$ cat src/rtl/sr_drv_pkg.sv
// Shared types and constants for the SR flip-flop bank driver.
// Holds the FSM state encoding, the per-bit excitation codes and the settle counter width helper.
package sr_drv_pkg;

    typedef enum logic [1:0] {
        ST_IDLE   = 2'd0,
        ST_DRIVE  = 2'd1,
        ST_SETTLE = 2'd2,
        ST_CHECK  = 2'd3
    } state_t;

    // Excitation codes are packed as {s, r}.
    localparam logic [1:0] EXC_HOLD = 2'b00;
    localparam logic [1:0] EXC_RST  = 2'b01;
    localparam logic [1:0] EXC_SET  = 2'b10;

    function automatic int settle_cnt_w(input int settle);
        return $clog2(settle + 1);
    endfunction

endpackage

$ cat src/rtl/sr_bank_driver_if.sv
// Request/acknowledge bus between control logic and the SR bank driver.
// The master side issues target words; the slave side reports completion and readback status.
interface sr_bank_driver_if #(
    parameter int WIDTH = 8
);
    logic             REQ;
    logic [WIDTH-1:0] TARGET;
    logic             BUSY;
    logic             ACK;
    logic             ERR;
    logic [WIDTH-1:0] MISMATCH;

    modport master (
        output REQ, TARGET,
        input  BUSY, ACK, ERR, MISMATCH
    );

    modport slave (
        input  REQ, TARGET,
        output BUSY, ACK, ERR, MISMATCH
    );
endinterface

$ cat src/rtl/sr_excite.sv
// Per-bit SR excitation: drives the flop toward tgt from its current q, never S=R=1.
// An unknown q fails both comparisons and falls through to hold.
module sr_excite
    import sr_drv_pkg::*;
(
    input  logic tgt,
    input  logic q,
    output logic s,
    output logic r
);
    logic [1:0] exc;

    always_comb begin
        exc = EXC_HOLD;
        if (tgt == 1'b1 && q == 1'b0)
            exc = EXC_SET;
        else if (tgt == 1'b0 && q == 1'b1)
            exc = EXC_RST;
    end

    assign {s, r} = exc;
endmodule

$ cat src/rtl/sr_bank_driver.sv
// Sequential driver for a bank of SR flip-flops: one-cycle S/R pulse, settle window, readback check.
// Transactions whose target already matches the bank skip straight to the readback.
module sr_bank_driver
    import sr_drv_pkg::*;
#(
    parameter int WIDTH  = 8,
    parameter int SETTLE = 2
) (
    input  logic              CLK,
    input  logic              RST,
    sr_bank_driver_if.slave   bus,
    input  logic [WIDTH-1:0]  Q_FB,
    output logic [WIDTH-1:0]  S,
    output logic [WIDTH-1:0]  R
);
    localparam int               CW       = settle_cnt_w(SETTLE);
    localparam logic [CW-1:0]    CNT_LAST = CW'(SETTLE - 1);

    state_t           state;
    logic [WIDTH-1:0] tgt;
    logic [CW-1:0]    cnt;
    logic             busy_q;
    logic             ack_q;
    logic             err_q;
    logic [WIDTH-1:0] mis_q;
    logic [WIDTH-1:0] s_nx;
    logic [WIDTH-1:0] r_nx;
    logic             do_check;

    for (genvar i = 0; i < WIDTH; i++) begin : g_exc
        sr_excite u_exc (
            .tgt (bus.TARGET[i]),
            .q   (Q_FB[i]),
            .s   (s_nx[i]),
            .r   (r_nx[i])
        );
    end

    // Readback happens in the bypass CHECK cycle or on the last settle cycle, keeping latency at 1+SETTLE.
    assign do_check = (state == ST_CHECK) || (state == ST_SETTLE && cnt == CNT_LAST);

    always_ff @(posedge CLK or posedge RST) begin
        if (RST) begin
            state  <= ST_IDLE;
            tgt    <= '0;
            cnt    <= '0;
            S      <= '0;
            R      <= '0;
            busy_q <= 1'b0;
            ack_q  <= 1'b0;
            err_q  <= 1'b0;
            mis_q  <= '0;
        end else begin
            ack_q <= 1'b0;
            case (state)
                ST_IDLE: begin
                    S <= '0;
                    R <= '0;
                    if (bus.REQ) begin
                        tgt    <= bus.TARGET;
                        busy_q <= 1'b1;
                        if (|(s_nx | r_nx)) begin
                            S     <= s_nx;
                            R     <= r_nx;
                            state <= ST_DRIVE;
                        end else begin
                            state <= ST_CHECK;
                        end
                    end
                end
                ST_DRIVE: begin
                    S     <= '0;
                    R     <= '0;
                    cnt   <= '0;
                    state <= ST_SETTLE;
                end
                ST_SETTLE: begin
                    if (cnt != CNT_LAST)
                        cnt <= cnt + CW'(1);
                end
                ST_CHECK: ;
                default: state <= ST_IDLE;
            endcase

            if (do_check) begin
                mis_q  <= Q_FB ^ tgt;
                err_q  <= |(Q_FB ^ tgt);
                ack_q  <= 1'b1;
                busy_q <= 1'b0;
                state  <= ST_IDLE;
            end
        end
    end

    assign bus.BUSY     = busy_q;
    assign bus.ACK      = ack_q;
    assign bus.ERR      = err_q;
    assign bus.MISMATCH = mis_q;
endmodule

$ cat src/flat_wrapper.sv
// flat-port wrapper written by rule: the top's interface ports become plain ports
module sr_bank_driver_flat import sr_drv_pkg::*;
#(
    parameter int WIDTH  = 8,
    parameter int SETTLE = 2
)
  (CLK, RST, Q_FB, S, R, bus_REQ, bus_TARGET, bus_BUSY, bus_ACK, bus_ERR, bus_MISMATCH);
  sr_bank_driver_if #(.WIDTH(WIDTH)) bus_i ();
  input  logic CLK;
  input  logic RST;
  input  logic [WIDTH-1:0] Q_FB;
  output logic [WIDTH-1:0] S;
  output logic [WIDTH-1:0] R;
  input wire logic [$bits(bus_i.REQ)-1:0] bus_REQ;
  input wire logic [$bits(bus_i.TARGET)-1:0] bus_TARGET;
  output wire logic [$bits(bus_i.BUSY)-1:0] bus_BUSY;
  output wire logic [$bits(bus_i.ACK)-1:0] bus_ACK;
  output wire logic [$bits(bus_i.ERR)-1:0] bus_ERR;
  output wire logic [$bits(bus_i.MISMATCH)-1:0] bus_MISMATCH;
  assign bus_i.REQ = bus_REQ;
  assign bus_i.TARGET = bus_TARGET;
  assign bus_BUSY = bus_i.BUSY;
  assign bus_ACK = bus_i.ACK;
  assign bus_ERR = bus_i.ERR;
  assign bus_MISMATCH = bus_i.MISMATCH;
  sr_bank_driver #(.WIDTH(WIDTH), .SETTLE(SETTLE)) u_core (.CLK(CLK), .RST(RST), .bus(bus_i), .Q_FB(Q_FB), .S(S), .R(R));
endmodule
$ cat config.mk
export PLATFORM = sky130hd
export DESIGN_NAME = sr_bank_driver_flat
export DESIGN_NICKNAME = d
export VERILOG_FILES = /design/src/rtl/sr_drv_pkg.sv /design/src/rtl/sr_bank_driver_if.sv /design/src/rtl/sr_excite.sv /design/src/rtl/sr_bank_driver.sv /design/src/flat_wrapper.sv
export SDC_FILE = /design/constraint.sdc
export NUM_CORES = 1
export LEC_CHECK = 0
export CAP_MARGIN = 10
export CORE_MARGIN = 2
export CORE_UTILIZATION = 50
export CTS_BUF_LIST = sky130_fd_sc_hd__clkbuf_2 sky130_fd_sc_hd__clkbuf_4 sky130_fd_sc_hd__clkbuf_8
export DETAILED_ROUTE_END_ITERATION = 6
export GPL_TIMING_DRIVEN = 0
export PLACE_DENSITY_LB_ADDON = 0.08
export SYNTH_ARGS = -nofsm -noshare
export SYNTH_HDL_FRONTEND = slang
export SYNTH_SLANG_ARGS = --single-unit
$ cat constraint.sdc
create_clock -name CLK -period 1.9 [get_ports CLK]
set_input_delay 0.38 -clock CLK [delete_from_list [all_inputs] [get_ports CLK]]
set_output_delay 0.38 -clock CLK [all_outputs]
set_load 0.01 [all_outputs]
; Yosys cells after proc, flatten, opt, wreduce, memory -nomap -nowiden
; Index checks and enable logic that the tools add are counted.
[op_classes]
addsub = 1
n_mul = 0
div = 0
n_lt_le_gt_ge = 0
n_eq_ne = 7
shifts = 0
mux = 32
n_bitwise = 18
reduce_logical = 30
[op_table]
columns = op, n
row1 = $mux 8, 4
row2 = $pmux 8 s2, 2
row3 = $mux 2, 12
row4 = $logic_and 1x1->1, 17
row5 = $not 1->1, 16
row6 = $reduce_or 8->1, 2
row7 = $mux 1, 12
row8 = $or 8x8->8, 1
row9 = $pmux 2 s2, 2
row10 = $reduce_and 2->1, 4
row11 = $reduce_bool 2->1, 4
row12 = $xor 8x8->8, 1
row13 = $eq 2x1->1 const B, 2
row14 = $eq 2x2->1 const B, 2
row15 = $ne 3x2->1 const B, 1
row16 = $reduce_bool 3->1, 1
row17 = $add 2x1->2 const B, 1
row18 = $logic_not 2->1, 1
row19 = $ne 2x1->1 const B, 1
row20 = $ne 2x2->1 const B, 1
row21 = $logic_or 1x1->1, 1
[word_totals]
reg_bits = 39
latchBits = 0
ramBits = 0
romBits = 0
in_bits = 19
output_inout_bits = 27
wordCells = 97
memories = 0

; Logic depth before layout (Yosys ltp)
; Gate-level depths: netlist (run 1).
[depth]
depth_word = 10
mapped_depth = 7
depth_no_buf = 6

; By module
; Synthesis (run 1) repeated with hierarchy kept, for this count alone.
[unflattened]
hier_cells = 139
hier_area_um2 = 1671.6
[modules_own_cells]
columns = module, n_inst, cells_per_inst, area_each_um2, seq_area_each_um2
row1 = sr_bank_driver, 1, 123, 1551.5, 975.9
row2 = sr_excite, 8, 2, 15.0, 0.0

; Least setup slack after synthesis (run 1)
; No wires, ideal clock.
[synth_path]
path_type = register -> register
startpoint = reg u_core.state[1]
endpoint = reg u_core.tgt[0]
setup_time_ns = 0.127
arrival_time_ns = 1.243
required_ns = 1.773
setup_slack_ns = 0.529
path_stages_with_launch = 4
synth_period_minus_slack_ns = 1.371
cell_sequence = dfrtp_1 -> nor3b_4 -> buf_6 -> mux2_1
[synth_via]
elab_chain_len = 2
[synth_lines]
columns = element, line_no
row1 = "start, declared", sr_bank_driver.sv:19  ; state_t state;
row2 = "start signal, assigned", sr_bank_driver.sv:44  ; state <= ST_IDLE;
row3 = "start signal, assigned", sr_bank_driver.sv:65  ; state <= ST_DRIVE;
row4 = "start signal, assigned", sr_bank_driver.sv:67  ; state <= ST_CHECK;
row5 = $logic_not 2->1, sr_bank_driver.sv:55  ; case (state)
row6 = $reduce_and 2->1 (no source line), n/a
row7 = "end signal, assigned", sr_bank_driver.sv:60  ; tgt <= bus.TARGET;
row8 = "end, declared", sr_bank_driver.sv:20  ; logic [WIDTH-1:0] tgt;
; Every way passes these cells.
; A chain may end at the register's enable or synchronous reset.

; Worst setup path in the final report (run 1)
[layout_path]
startpoint = reg u_core.R[5]
endpoint = out R[5]
[layout_rtl]
columns = element, line_no
row1 = "start, declared", sr_bank_driver.sv:14  ; output logic [WIDTH-1:0] R
row2 = "start signal, assigned", sr_bank_driver.sv:64  ; R <= r_nx;
row3 = "end, declared", flat_wrapper.sv:13  ; output logic [WIDTH-1:0] R;
; No word-level cell between the ends.

==> results of run 1 <==
## power by group through the flow
stage | clock network [uW] | registers [uW] | logic [uW]
global route | 538 | 1380 | 1490
detailed placement | 0 | 1360 | 1360
finish | 492 | 1340 | 1340
CTS | 503 | 1340 | 1370
global placement | 0 | 1340 | 1320
floorplan | 0 | 1410 | 665
## cell type report
cell class                      count  share of cell area
Multi-Input combinational cell     84               0.298
Clock buffer                        8              0.0305
Sequential cell                    39               0.410
Inverter                           20              0.0315
Buffer                              6              0.0168
Timing Repair Buffer               45               0.189
Tap cell                           46              0.0242
## state kept, by name, indices dropped and copies added (netlist names)
register	cells
u_core.bus.ACK	1
u_core.R	8
u_core.bus.ERR	1
u_core.tgt	8
u_core.state	2
u_core.cnt	2
u_core.S	8
u_core.bus.MISMATCH	8
u_core.bus.BUSY	1
## cells in the final DEF (no fill, tap or decap), drive strengths merged, types with 5 or more instances in the layout
master         instances
a22o                  16
buf                    5
clkbuf                 9
clkdlybuf4s50         45
dfrtp                 39
ha                    17
inv                   20
mux2                   8
nand2                 10
o21ai                 10
xnor2                  8
## per-layer routing
layer	share of wire	GRT usage
met5	0	0
met3	0.048	0.0440
met2	0.50	0.349
met1	0.42	0.269
met4	0.030	0.125
## kinds of logic (layout without fill, tap and decap cells)
| kind of cell | count (synthesis) | count (layout) |
|---|---|---|
| AO/OA/AOI/OAI | 32 | 32 |
| XOR/XNOR | 8 | 8 |
| adder cells (fa/ha/maj) | 17 | 17 |
| buffers and inverters | 26 | 79 |
| flip-flops | 39 | 39 |
| multiplexers | 8 | 8 |
| AND/OR/NAND/NOR | 19 | 19 |
## worst paths after layout
kind | end | cells past startpoint
setup / recovery | R[5] | 1
hold / removal | u_core.S[5] | 2
setup reg to reg | u_core.tgt[7] | 3
hold reg to reg | u_core.bus.MISMATCH[7] | 2
max in group asynchronous | u_core.S[7] | 2
min in group CLK | u_core.bus.MISMATCH[7] | 2
## through the flow
step / util / worst slack, ns / hold slack, ns / instances
final: 0.703 / 0.218 / 0.486 / 248
after global placement: 0.681 / -0.156 / 0.462 / 240
after detailed placement: 0.681 / -0.132 / 0.471 / 240
after global routing: 0.703 / 0.166 / 0.527 / 248
after CTS: 0.703 / 0.200 / 0.498 / 248
after floorplan: - / 0.529 / 0.480 / 149
==> impl_metrics.tcl, run 1 <==
set metrics [dict create \
    final_area_um2 2380 \
    area_growth_pct 32.2 \
    synth-xor-area-share 0.0389 \
    end_kind "primary output" \
    ys.flop_type "dfrtp_1" \
    port_buffers 45 \
    max_freq_mhz 595 \
    overflow 0 \
    synth_cells 149 \
    dpl-instance-area_um2 2310 \
    cts_buffer_depth 2 \
    dp_hpwl_um 2850 \
    r2r-start "u_core.state[0]" \
    fillerInstances 250 \
    slew_headroom 0.476 \
    critPathRequiredTime_ns 1.52 \
    tns_ns 0 \
    synth_simple_gate_area_frac 0.0590 \
    cts_resized 0 \
    period_share 0.885 \
    final-setup-viol-count 0 \
    critical_path_buf_inv_count 1 \
    avgSynthCellArea_um2 12.1 \
    start_util 0.532 \
    drive_gt1_frac 0.104 \
    grt_pass1_vias 1336 \
    cts_made_buffers 5 \
    num_vias 1299 \
    drc 0 \
    synth_top_family_by_area "compound AO/OA/AOI/OAI gates" \
    cp-start-kind "flop" \
    grt_pass1_wl_um 6600 \
    antenna_found_initial 0 \
    vias_per_cell 5.24 \
    crit_chain "clkdlybuf4s50_1" \
    initialDrtViolationCount 43 \
    synth_fa_ha_area_frac 0.118 \
    drv_slew 0 \
    wire_per_inst_um 15.2 \
    gp_congestion 0.782 \
    ys_ff_latch 39 \
    cellPowerDensity_nw_per_um2 1330 \
    die_h_um 64.0 \
    crit_arrival_ns 1.30 \
    grt_usage 0.216 \
    synth-async-reset-ratio 1.00 \
    multi_input_area_um2 711 \
    fin_crit_ns 1.68 \
    grt_max_degree 40 \
    crit_family "buffers and inverters" \
    core_area_um2 3390 \
    peakVddDrop_mv 0.739 \
    switching_share 0.342 \
    synth_area_leader_cell "dfrtp_1" \
    power.internal_uw 2090 \
    nNetsFinal 237 \
    power_uw 3180 \
    synth_area_leaders "dfrtp_1 (54%), ha_1 (12%), a22o_1 (7.8%)" \
    rows 21 \
    synth.most_common_cell "dfrtp_1" \
    ys_warn_count 0 \
    leakage_uw 0.00113 \
    ff_latch_area_um2 976 \
    hold_violations 0 \
    status "finished clean" \
    worst_slew_pin_slew_ns 0.784 \
    combPwrFrac 0.423 \
    ios 46 \
    die_area_um2 4100 \
    cts_tree "built" \
    clkPwrFrac 0.155 \
    clkLatencyLatePin_ns 0.35 \
    rrSetupSlack_ns 0.30 \
    ant_nets 0 \
    routed_wl_um 3770 \
    p_switching_uw 1090 \
    finalClockSkew_ns 0.00884 \
    yosysUniqueCellTypes 24 \
    clk_pin_slew_ns 0.11 \
    synth_compound_area_frac 0.128 \
    muxShareOfSynthArea 0.0500 \
    cap_violations 0 \
    post_cts_buffers 0 \
    ctsHoldBuffers 0 \
    slowest_stage "clkdlybuf4s50_1" \
    syn-cell-area_um2 1800 \
    critPathKind "reg2out" \
    htree_levels 2 \
    min_path_type "in2async" \
    worstPathMaxFanout 2 \
    max_stage_delay_ns 0.58 \
    die_w_um 64.0 \
    cts_sinks 39 \
    drt-pass1-iter-count 4 \
    syn_nets 185 \
    synth_edf_count 0 \
    p_seq_frac 0.422 \
    yosys.area.top_type_share 0.542 \
    ys_seq_area_frac 0.542 \
    antennaDiodeCount 0 \
    rsz0062_at_grt "false" \
    cp-startpoint "u_core.R[5]" \
    cts_root_buf "clkbuf_4" \
    synthTopCellsByCount "dfrtp_1 (39), inv_1 (20), ha_1 (17)" \
]
(Power assumes the default switching activity.)
==> run 2: changes to the inputs <==
--- a/config.mk
+++ b/config.mk
@@ -6,11 +6,13 @@
 export NUM_CORES = 1
 export LEC_CHECK = 0
 export CAP_MARGIN = 10
+export CORE_ASPECT_RATIO = 1.2
 export CORE_MARGIN = 2
 export CORE_UTILIZATION = 50
 export CTS_BUF_LIST = sky130_fd_sc_hd__clkbuf_2 sky130_fd_sc_hd__clkbuf_4 sky130_fd_sc_hd__clkbuf_8
 export DETAILED_ROUTE_END_ITERATION = 6
 export GPL_TIMING_DRIVEN = 0
+export HOLD_SLACK_MARGIN = 0.15
 export PLACE_DENSITY_LB_ADDON = 0.08
 export SYNTH_ARGS = -nofsm -noshare
 export SYNTH_HDL_FRONTEND = slang
==> run 2 against run 1 <==
The flow now finishes with violations (DRC). Register-to-register slack improved by 0.03 ns. Maximum frequency fell by 0.14%. Worst hold slack got worse by 0.0073 ns. Clock-buffer cell count fell by 2. Core utilization fell by 0.35 points. Sequential power barely moved. Global-route usage fell by 0.63 points. First-iteration DRC count rose by 51%. Sequential share of layout area rose by 0.13 points. Clock power rose by 6.7%. Critical path depth rose by 3. Critical endpoint is now u_core.tgt[7].
==> impl_metrics.tcl, run 2 (synthesized netlist as in run 1, its figures left out) <==
set metrics [dict create \
    critPathRequiredTime_ns 2.07 \
    max_freq_mhz 594 \
    placed_cells 231 \
    slew_headroom 0.467 \
    violations "DRC" \
    gp_congestion 0.806 \
    core_area_um2 3400 \
    drv_slew 0 \
    ctsHoldBuffers 0 \
    grt_max_degree 40 \
    post_cts_buffers 0 \
    grt_pass1_wl_um 6530 \
    num_vias 1271 \
    grt_util_met1 0.254 \
    cts_resized 0 \
    status "finished, violations left" \
    tns_ns 0 \
    antenna_found_initial 0 \
    finalClockSkew_ns 0.00507 \
    ios 46 \
    die_h_um 69.8 \
    final-setup-viol-count 0 \
    clk_pin_slew_ns 0.07 \
    end_kind "flop" \
    ant_nets 0 \
    setup_slack_ns 0.216 \
    wire_per_inst_um 15.8 \
    cellPowerDensity_nw_per_um2 1350 \
    cts_made_buffers 5 \
    mostFrequentLayoutCells "clkdlybuf4s50_1 (45), dfrtp_1 (39), inv_1 (19)" \
    cts_sinks 39 \
    clkLatencyLatePin_ns 0.29 \
    grt_usage 0.210 \
    dpl-instance-area_um2 2300 \
    cts_root_buf "clkbuf_8" \
    antennaDiodeCount 0 \
    port_buffers 45 \
    area_growth_pct 31.8 \
    nNetsFinal 237 \
    hold_violations 0 \
    initialDrtViolationCount 65 \
    rsz0062_at_grt "false" \
    pre_cts_slack_ns -0.114 \
    cp-start-kind "input pin" \
    crit_arrival_ns 1.85 \
    final_area_um2 2370 \
    period_share 0.886 \
    grtUsageMet2 0.360 \
    rows 23 \
    peakVddDrop_mv 0.631 \
    drt-pass1-iter-count 6 \
    dp_hpwl_um 2830 \
    drive_gt1_frac 0.0950 \
    overflow 0 \
    worst_slew_pin_slew_ns 0.799 \
    instances_no_fill 237 \
    grt.busiest_layer "met2" \
    fin_crit_ns 1.68 \
    worstPathMaxFanout 10 \
    start_util 0.531 \
    min_path_type "reg2reg" \
    grt_pass1_vias 1386 \
    leakage_uw 0.00113 \
    htree_levels 2 \
    final_common_cell "clkdlybuf4s50_1" \
    cts_buffer_depth 2 \
    use_met3 0.0541 \
    cap_violations 0 \
    cts_tree "built" \
    routed_wl_um 3740 \
    vias_per_cell 5.36 \
    die_area_um2 4100 \
    drc 3 \
    die_w_um 58.8 \
    critPathKind "in2reg" \
]
run 2: path summary, 6_finish.rpt:
check                                  startpoint                      to  slack, ns  depth (start not counted)
max in group asynchronous                     RST  u_core.bus.MISMATCH[0]       0.83                          2
setup / recovery                          bus_REQ           u_core.tgt[7]       0.22                          4
hold / removal             u_core.bus.MISMATCH[0]  u_core.bus.MISMATCH[0]       0.48                          2
min in group asynchronous                     RST  u_core.bus.MISMATCH[5]       0.56                          2
setup reg to reg                  u_core.state[1]           u_core.tgt[7]       0.33                          3
hold reg to reg            u_core.bus.MISMATCH[0]  u_core.bus.MISMATCH[0]       0.48                          2
run 2: final cells by class:
cell class / count / area [um^2]
clock buffers: 6 / 76.3
repair buffers: 45 / 450
inverters: 20 / 75.1
fillers: 274 / 1020
well taps: 37 / 46.3
plain buffers: 6 / 40.0
multi-input cells: 84 / 711
flip-flops and latches: 39 / 976
run 2: worst max-delay path, stage by stage:
cell and delay [ns]:
clkdlybuf4s50_1 0.49, nor3b_4 0.43, buf_6 0.22, mux2_1 0.33
run 2: per-layer routing:
| metal | part of all wire | vias up | routed length (um) |
|---|---|---|---|
| li1 | - | 607 | - |
| met1 | 0.42 | 630 | 1590 |
| met3 | 0.045 | 2 | 167 |
| met2 | 0.53 | 32 | 1970 |
| met4 | 0.0027 | 0 | 10 |
| met5 | 0 | - | 0 |
run 2: report_power, final:
part           switching (uW)  internal, uW
Sequential                199          1140
Clock                     266           259
Combinational             627           718
Total                    1090          2120
run 2: stage by stage:
step                hold WS [ns]  total power, uW  utilization
CTS                        0.480             3240        0.699
finish                     0.479             3210        0.699
global placement           0.461             2650        0.677
global route               0.512             3430        0.699
floorplan                  0.480             2080            -
detailed placement         0.465             2710        0.677
==> run 3: changes to the inputs <==
--- a/config.mk
+++ b/config.mk
@@ -17,3 +17,4 @@
 export SYNTH_ARGS = -nofsm -noshare
 export SYNTH_HDL_FRONTEND = slang
 export SYNTH_SLANG_ARGS = --single-unit
+export TNS_END_PERCENT = 10
==> results of run 3 <==
Final layout, timing and power as in run 2 (identical DEF).
